### src/rtl/icache_tag_arbiter.sv
// Tag SRAM front-end: arbitrates lookup reads against fill writes on the shared
// single-port banks and walks every set/way to invalidate the array on flush.
//
// state     | meaning
// ----------+---------------------------------------------------------------
// ST_NORMAL | lookup/fill arbitration; fill wins ties unless lookup_prio_q
// ST_FLUSH  | one invalidating write per cycle, set-major, way-minor
module icache_tag_arbiter #(
   parameter int              INDEX_W        = 6,
   parameter int              WAY_W          = 3,
   parameter int              TAG_W          = 44,
   parameter bit              FLUSH_ON_RESET = 1'b1,
   parameter logic [TAG_W-1:0] INV_WDATA     = '0
) (
   input  logic               clock,
   input  logic               reset,
   input  logic               lookup_req_valid,
   input  logic [INDEX_W-1:0] lookup_req_index,
   output logic               lookup_req_ready,
   input  logic               fill_req_valid,
   input  logic [INDEX_W-1:0] fill_req_index,
   input  logic [WAY_W-1:0]   fill_req_way,
   input  logic [TAG_W-1:0]   fill_req_wdata,
   output logic               fill_req_ready,
   input  logic               flush_req,
   output logic               flush_busy,
   output logic               flush_done,
   output logic               lookup2tag_array_valid,
   output logic [INDEX_W-1:0] lookup2tag_array_index,
   output logic               fill2tag_array_valid,
   output logic [INDEX_W-1:0] fill2tag_array_index,
   output logic [WAY_W-1:0]   fill2tag_array_way,
   output logic [TAG_W-1:0]   fill2tag_array_wdata
);

   localparam int CNT_W = INDEX_W + WAY_W;

   typedef enum logic {ST_NORMAL, ST_FLUSH} state_e;

   state_e             state_q, state_d;
   logic [CNT_W-1:0]   cnt_q, cnt_d;
   logic               lookup_prio_q, lookup_prio_d;
   logic               flush_done_q, flush_done_d;
   logic               normal_act, flush_act;
   logic               grant_fill, grant_lookup;

   always_ff @(posedge clock) begin
      if (reset) begin
         state_q       <= FLUSH_ON_RESET ? ST_FLUSH : ST_NORMAL;
         cnt_q         <= '0;
         lookup_prio_q <= 1'b0;
         flush_done_q  <= 1'b0;
      end else begin
         state_q       <= state_d;
         cnt_q         <= cnt_d;
         lookup_prio_q <= lookup_prio_d;
         flush_done_q  <= flush_done_d;
      end
   end

   always_comb begin
      state_d       = state_q;
      cnt_d         = cnt_q;
      lookup_prio_d = lookup_prio_q;
      flush_done_d  = 1'b0;
      case (state_q)
         ST_NORMAL: begin
            if (grant_lookup)
               lookup_prio_d = 1'b0;
            else if (grant_fill && lookup_req_valid)
               lookup_prio_d = 1'b1;
            // Same-cycle grant above still completes; the walk starts next cycle.
            if (flush_req) begin
               state_d       = ST_FLUSH;
               cnt_d         = '0;
               lookup_prio_d = 1'b0;
            end
         end
         ST_FLUSH: begin
            cnt_d = cnt_q + CNT_W'(1);
            if (&cnt_q) begin
               state_d      = ST_NORMAL;
               flush_done_d = 1'b1;
            end
         end
         default: state_d = ST_NORMAL;
      endcase
   end

   always_comb begin
      normal_act   = (state_q == ST_NORMAL) && !reset;
      flush_act    = (state_q == ST_FLUSH) && !reset;
      grant_fill   = normal_act && fill_req_valid && !(lookup_req_valid && lookup_prio_q);
      grant_lookup = normal_act && lookup_req_valid && !grant_fill;

      lookup_req_ready       = grant_lookup;
      fill_req_ready         = grant_fill;
      lookup2tag_array_valid = grant_lookup;
      lookup2tag_array_index = lookup_req_index;

      fill2tag_array_valid = grant_fill || flush_act;
      fill2tag_array_index = fill_req_index;
      fill2tag_array_way   = fill_req_way;
      fill2tag_array_wdata = fill_req_wdata;
      if (flush_act) begin
         fill2tag_array_index = cnt_q[CNT_W-1:WAY_W];
         fill2tag_array_way   = cnt_q[WAY_W-1:0];
         fill2tag_array_wdata = INV_WDATA;
      end

      flush_busy = (state_q == ST_FLUSH);
      flush_done = flush_done_q;
   end

endmodule
### config.mk
export PLATFORM = sky130hd
export DESIGN_NAME = icache_tag_arbiter
export DESIGN_NICKNAME = d
export VERILOG_FILES = /design/src/rtl/icache_tag_arbiter.sv
export SDC_FILE = /design/constraint.sdc
export NUM_CORES = 1
export LEC_CHECK = 0
export BUFFER_PORTS_ARGS = -buffer_cell sky130_fd_sc_hd__buf_2
export CAP_MARGIN = 20
export CORE_MARGIN = 2
export CORE_UTILIZATION = 33
export CTS_CLUSTER_DIAMETER = 40
export DETAILED_ROUTE_END_ITERATION = 7
export PLACE_DENSITY = 0.9
export SLEW_MARGIN = 20
export SYNTH_ARGS = -nofsm -noshare
export SYNTH_HDL_FRONTEND = slang
export SYNTH_SLANG_ARGS = --single-unit
### constraint.sdc
create_clock -name clock -period 2.3 [get_ports clock]
set_clock_uncertainty 0.05 [all_clocks]
set_input_delay 0.46 -clock clock [delete_from_list [all_inputs] [get_ports clock]]
set_output_delay 0.46 -clock clock [all_outputs]
set_load 0.01 [all_outputs]
After elaboration in Yosys (flattened, before gate mapping):

Index checks and enable logic that the tools add are counted.

* output and inout bits: 65
* word-level logic and storage cells: 35
* register bits: 12
* input bits: 64

* equality and inequality tests: 1
* muxes and demuxes: 12
* bitwise logic cells: 1
* reduce and logical (&&, ||, !) cells: 16
* add/subtract/negate cells: 1

Operators with widths (count)
* $mux 44: 1
* $pmux 9 s2: 1
* $add 9x1->9 const B: 1
* $mux 9: 1
* $reduce_and 9->1: 1
* $logic_and 1x1->1: 8
* $mux 1: 6
* $mux 6: 1
* $logic_not 1->1: 3
* $mux 3: 1
* $reduce_bool 3->1: 1
* $ne 2x2->1 const B: 1
* $pmux 1 s2: 1
* $reduce_and 2->1: 1
* $reduce_or 2->1: 1
* $logic_or 1x1->1: 1
* $not 1->1: 1

Depth between registers and ports, before layout:

* depth in word-level cells: 8
* depth in mapped cells: 6
* gate-level depth less buffers: 6

Worst setup path after synthesis:

OpenSTA, ideal clock, no wires.

* path type: input-to-output
* start: input port reset
* end: output port fill2tag_array_index[1]
* arrival: 1177 ps
* data required time: 1790 ps
* cell stages on the path: 4
* setup slack: 613 ps
* cells stage by stage: nand2b_1 > buf_4 > buf_6 > mux2_4

* longest elaborated chain between the ends: 3

Ends and longest elaborated chain
* start, declared: line 16 `input logic reset,`
* $logic_not 1->1: line 92 `flush_act = (state_q == ST_FLUSH) && !reset;`
* $logic_and 1x1->1: line 92
* $mux 6: line 105 `if (flush_act) begin`
* end, declared: line 31 `output logic [INDEX_W-1:0] fill2tag_array_index,`

Every way passes these cells.

Worst setup path in the final report:

* start: register state_q, in the netlist flush_busy
* end: output port fill2tag_array_index[0]

* longest elaborated chain between the ends: 2

Ends and longest elaborated chain
* start, declared: line 40 `state_e state_q, state_d;`
* start signal, assigned: line 49 `state_q <= FLUSH_ON_RESET ? ST_FLUSH : ST_NORMAL;`
* start signal, assigned: line 54 `state_q <= state_d;`
* $logic_and 1x1->1: line 92
* $mux 6: line 105

Every way passes these cells.

==> results.py <==
metrics = {
    "run_status": {
        "outcome": "complete, no violations",
    },
    "routing": {
        "routed_wl_um": 3072,
        "drt-initial-drc-count": 27,
        "via_per_inst": 4.491,
        "avgRoutedWirePerCell_um": 10.48,
        "drtPass1Iterations": 4,
        "drc": 0,
        "ant_nets": 0,
        "vias": 1316,
    },
    "placement": {
        "placed_area_sq_um": 1662,
        "dpl.hpwl_um": 2461,
        "gp_congestion": 0.6911,
        "io_buffers": 116,
    },
    "floorplan": {
        "start_util_pct": 33.64,
        "die_w_um": 61.86,
        "rows": 21,
        "die_h_um": 61.86,
        "core_area_sq_um": 3284,
        "dieArea_sq_um": 3827,
        "num_io_pins": 129,
    },
    "timing": {
        "max_freq_mhz": 515.9,
        "setup_viol": 0,
        "grt_setup_unrepaired": "no",
        "worst_slew_pin_slew_ns": 0.2766,
        "hold_viol": 0,
        "fin_crit_sh_pct": 84.28,
        "drv_slew": 0,
        "fin_crit_ns": 1.938,
        "maxSlewHeadroom_pct": 81.53,
        "setup_tns_ns": 0,
        "hold_ws_ns": 0.4384,
    },
    "power": {
        "p_int_uw": 417.1,
        "peakVddDrop_uv": 168.4,
        "power_frac_comb_pct": 33.3,
        "power_density_nw_per_um2": 345.0,
        "power.switching_uw": 168.7,
        "p_seq_share_pct": 37.6,
        "netSwitchingFraction_pct": 28.80,
        "cellLeakagePower_nw": 0.9375,
        "power.share.clock_pct": 29.0,
    },
    "clocking": {
        "clk_latency_ns": 0.27,
        "cts.sinks": 12,
        "htree_levels": 1,
        "clkTransAtPathRegs_ns": 0.08,
        "cts_setup_buffers": 0,
        "cts_tree": "yes",
        "cts.repair.resized": 0,
        "numCtsBuffers": 3,
        "clockRootBuffer": "clkbuf_4",
        "cts_buffer_depth": 2,
        "holdBufCountCts": 0,
    },
    "worst_setup_path": {
        "startpoint_type": "flop",
        "cp_max_fo": 55,
        "arrival_ns": 1.43,
        "cpLargestDelayFamily": "buffers and inverters",
        "crit_chain": "nand2b_1 > buf_12 > mux2_2 > buf_2",
        "path_buf_inv": 2,
        "slowest_delay_ns": 0.35,
        "cpMaxStageDelayCell": "mux2_2",
        "end_kind": "primary output",
        "crit_type": "reg2out",
        "crit_required_ns": 1.79,
    },
    "global_routing": {
        "use_met1_pct": 15.75,
        "grtUsageMet2_pct": 27.22,
        "grt_pass1_vias": 965,
        "grt_overflow": 0,
        "antenna_found_initial": 0,
        "grt_max_degree": 56,
        "grt_pass1_wl_um": 4057,
        "grt_util_met3_pct": 2.070,
        "grt_busiest_layer": "met2",
        "track_usage_pct": 14.06,
    },
    "hold_path": {
        "min_path_type": "in2reg",
    },
    "cells_and_area": {
        "fin_area_sq_um": 1698,
        "fin_util_pct": 51.70,
        "n_antenna_cell": 0,
        "area_growth_pct": 53.68,
        "drive_above_1_share_pct": 54.25,
        "nets": 314,
    },
    "yosys": {
        "seq_area_frac_synth_pct": 21.74,
        "ys_ff_latch": 12,
        "yosys_most_used_dff": "dfxtp_1",
        "synth_top_area_cell": "and2_1",
        "yosysMostFrequentCell": "and2_1",
        "yosys_warnings": 0,
        "syn-mean-instance-area_sq_um": 7.836,
        "synthCells": 141,
        "netlist_area_sq_um": 1105,
        "async_flop_share_pct": 0,
        "synth_nets": 207,
        "synth_edf_count": 0,
        "synth_top_cells_by_count": "and2_1 (44), dfxtp_1 (12), nand2_1 (9), buf_4 (8), nor2_1 (7)",
        "synth.top_cell.area_share_pct": 24.92,
        "synth.area.top_cells": "and2_1 (25%), dfxtp_1 (22%), buf_4 (5.4%), mux2_2 (5.1%), mux2_4 (4.1%)",
        "yosysUniqueCellTypes": 34,
    },
    "run": {
        "maxCapViolCount": 0,
    },
}
## flip-flops by register name, indices dropped and copies added, names as in the netlist
name and flops:
cnt_q 9, lookup_prio_q 1, flush_busy 1, flush_done 1
## layout make-up
class | instances | area [sq um]
multi-input combinational | 108 | 733.2
fill | 309 | 1587
timing repair buffer | 119 | 615.6
clock buffer | 4 | 36.28
sequential | 12 | 240.2
inverter | 4 | 15.01
tap | 46 | 57.56
## per-layer routing
metal,up-vias,wire (um)
li1,685,-
met1,570,1264
met2,58,1563
met3,3,223
met4,0,21
met5,-,0
## cells in the final DEF (no fill, tap or decap), drive strengths merged, types with 2 or more instances in the layout
cell    synthesis  final
nand4b          2      2
nor3b           2      2
clkbuf          4      4
inv             4      4
and2           44     44
a21o            2      2
a21oi           6      6
a311oi          3      3
mux2            8      8
dfxtp          12     12
a31oi           2      2
nor2            7      7
nand2           9      9
nand3           3      3
nand4           2      2
a41oi           2      2
o21ai           3      3
ha              2      2
buf            13    119
and4            3      3
## power groups by stage
| stage | Sequential (mW) | Clock [mW] | Combinational [mW] |
|---|---|---|---|
| CTS | 0.220 | 0.175 | 0.198 |
| finish | 0.221 | 0.170 | 0.195 |
| floorplan | 0.222 | 0 | 0.112 |
| global route | 0.221 | 0.183 | 0.220 |
| detailed placement | 0.225 | 0 | 0.198 |
| global placement | 0.225 | 0 | 0.194 |
## worst register-to-register path, stage by stage, from the launching register on
cell and delay [ns]:
dfxtp_1 0.46, ha_1 0.29, and4_2 0.27, and4_1 0.19
ha_1 0.22, a21oi_1 0.16, nor2_1 0.06
## per-stage QoR
stage          power, mW  instances  setup slack [ns]
3_3_place_gp      0.4187        289            0.4023
4_1_cts           0.5928        293            0.3595
2_1_floorplan     0.3340        141            0.6128
3_5_place_dp      0.4227        289            0.3922
6_report          0.5858        293            0.3616
5_1_grt           0.6251        293            0.3039
## path summary, 6_finish.rpt
kind,from,end,slack (ns),depth (start not counted)
hold / removal,fill_req_valid,lookup_prio_q,0.44,3
setup / recovery,flush_busy,fill2tag_array_index[0],0.36,4
setup reg to reg,cnt_q[0],cnt_q[8],0.48,6
hold reg to reg,lookup_prio_q,lookup_prio_q,0.47,2
## cells by family (layout without fill, tap and decap cells)
family / Yosys count / count (layout) / synth area share [%]
AOI/OAI and AO/OA: 20 / 20 / 12.80
adders and majority gates: 2 / 2 / 2.265
buffers and inverters: 21 / 127 / 11.89
DFF: 12 / 12 / 21.74
muxes: 9 / 9 / 10.08
and+or+nand+nor: 77 / 77 / 41.22
Power figures use the tool's default switching activity.
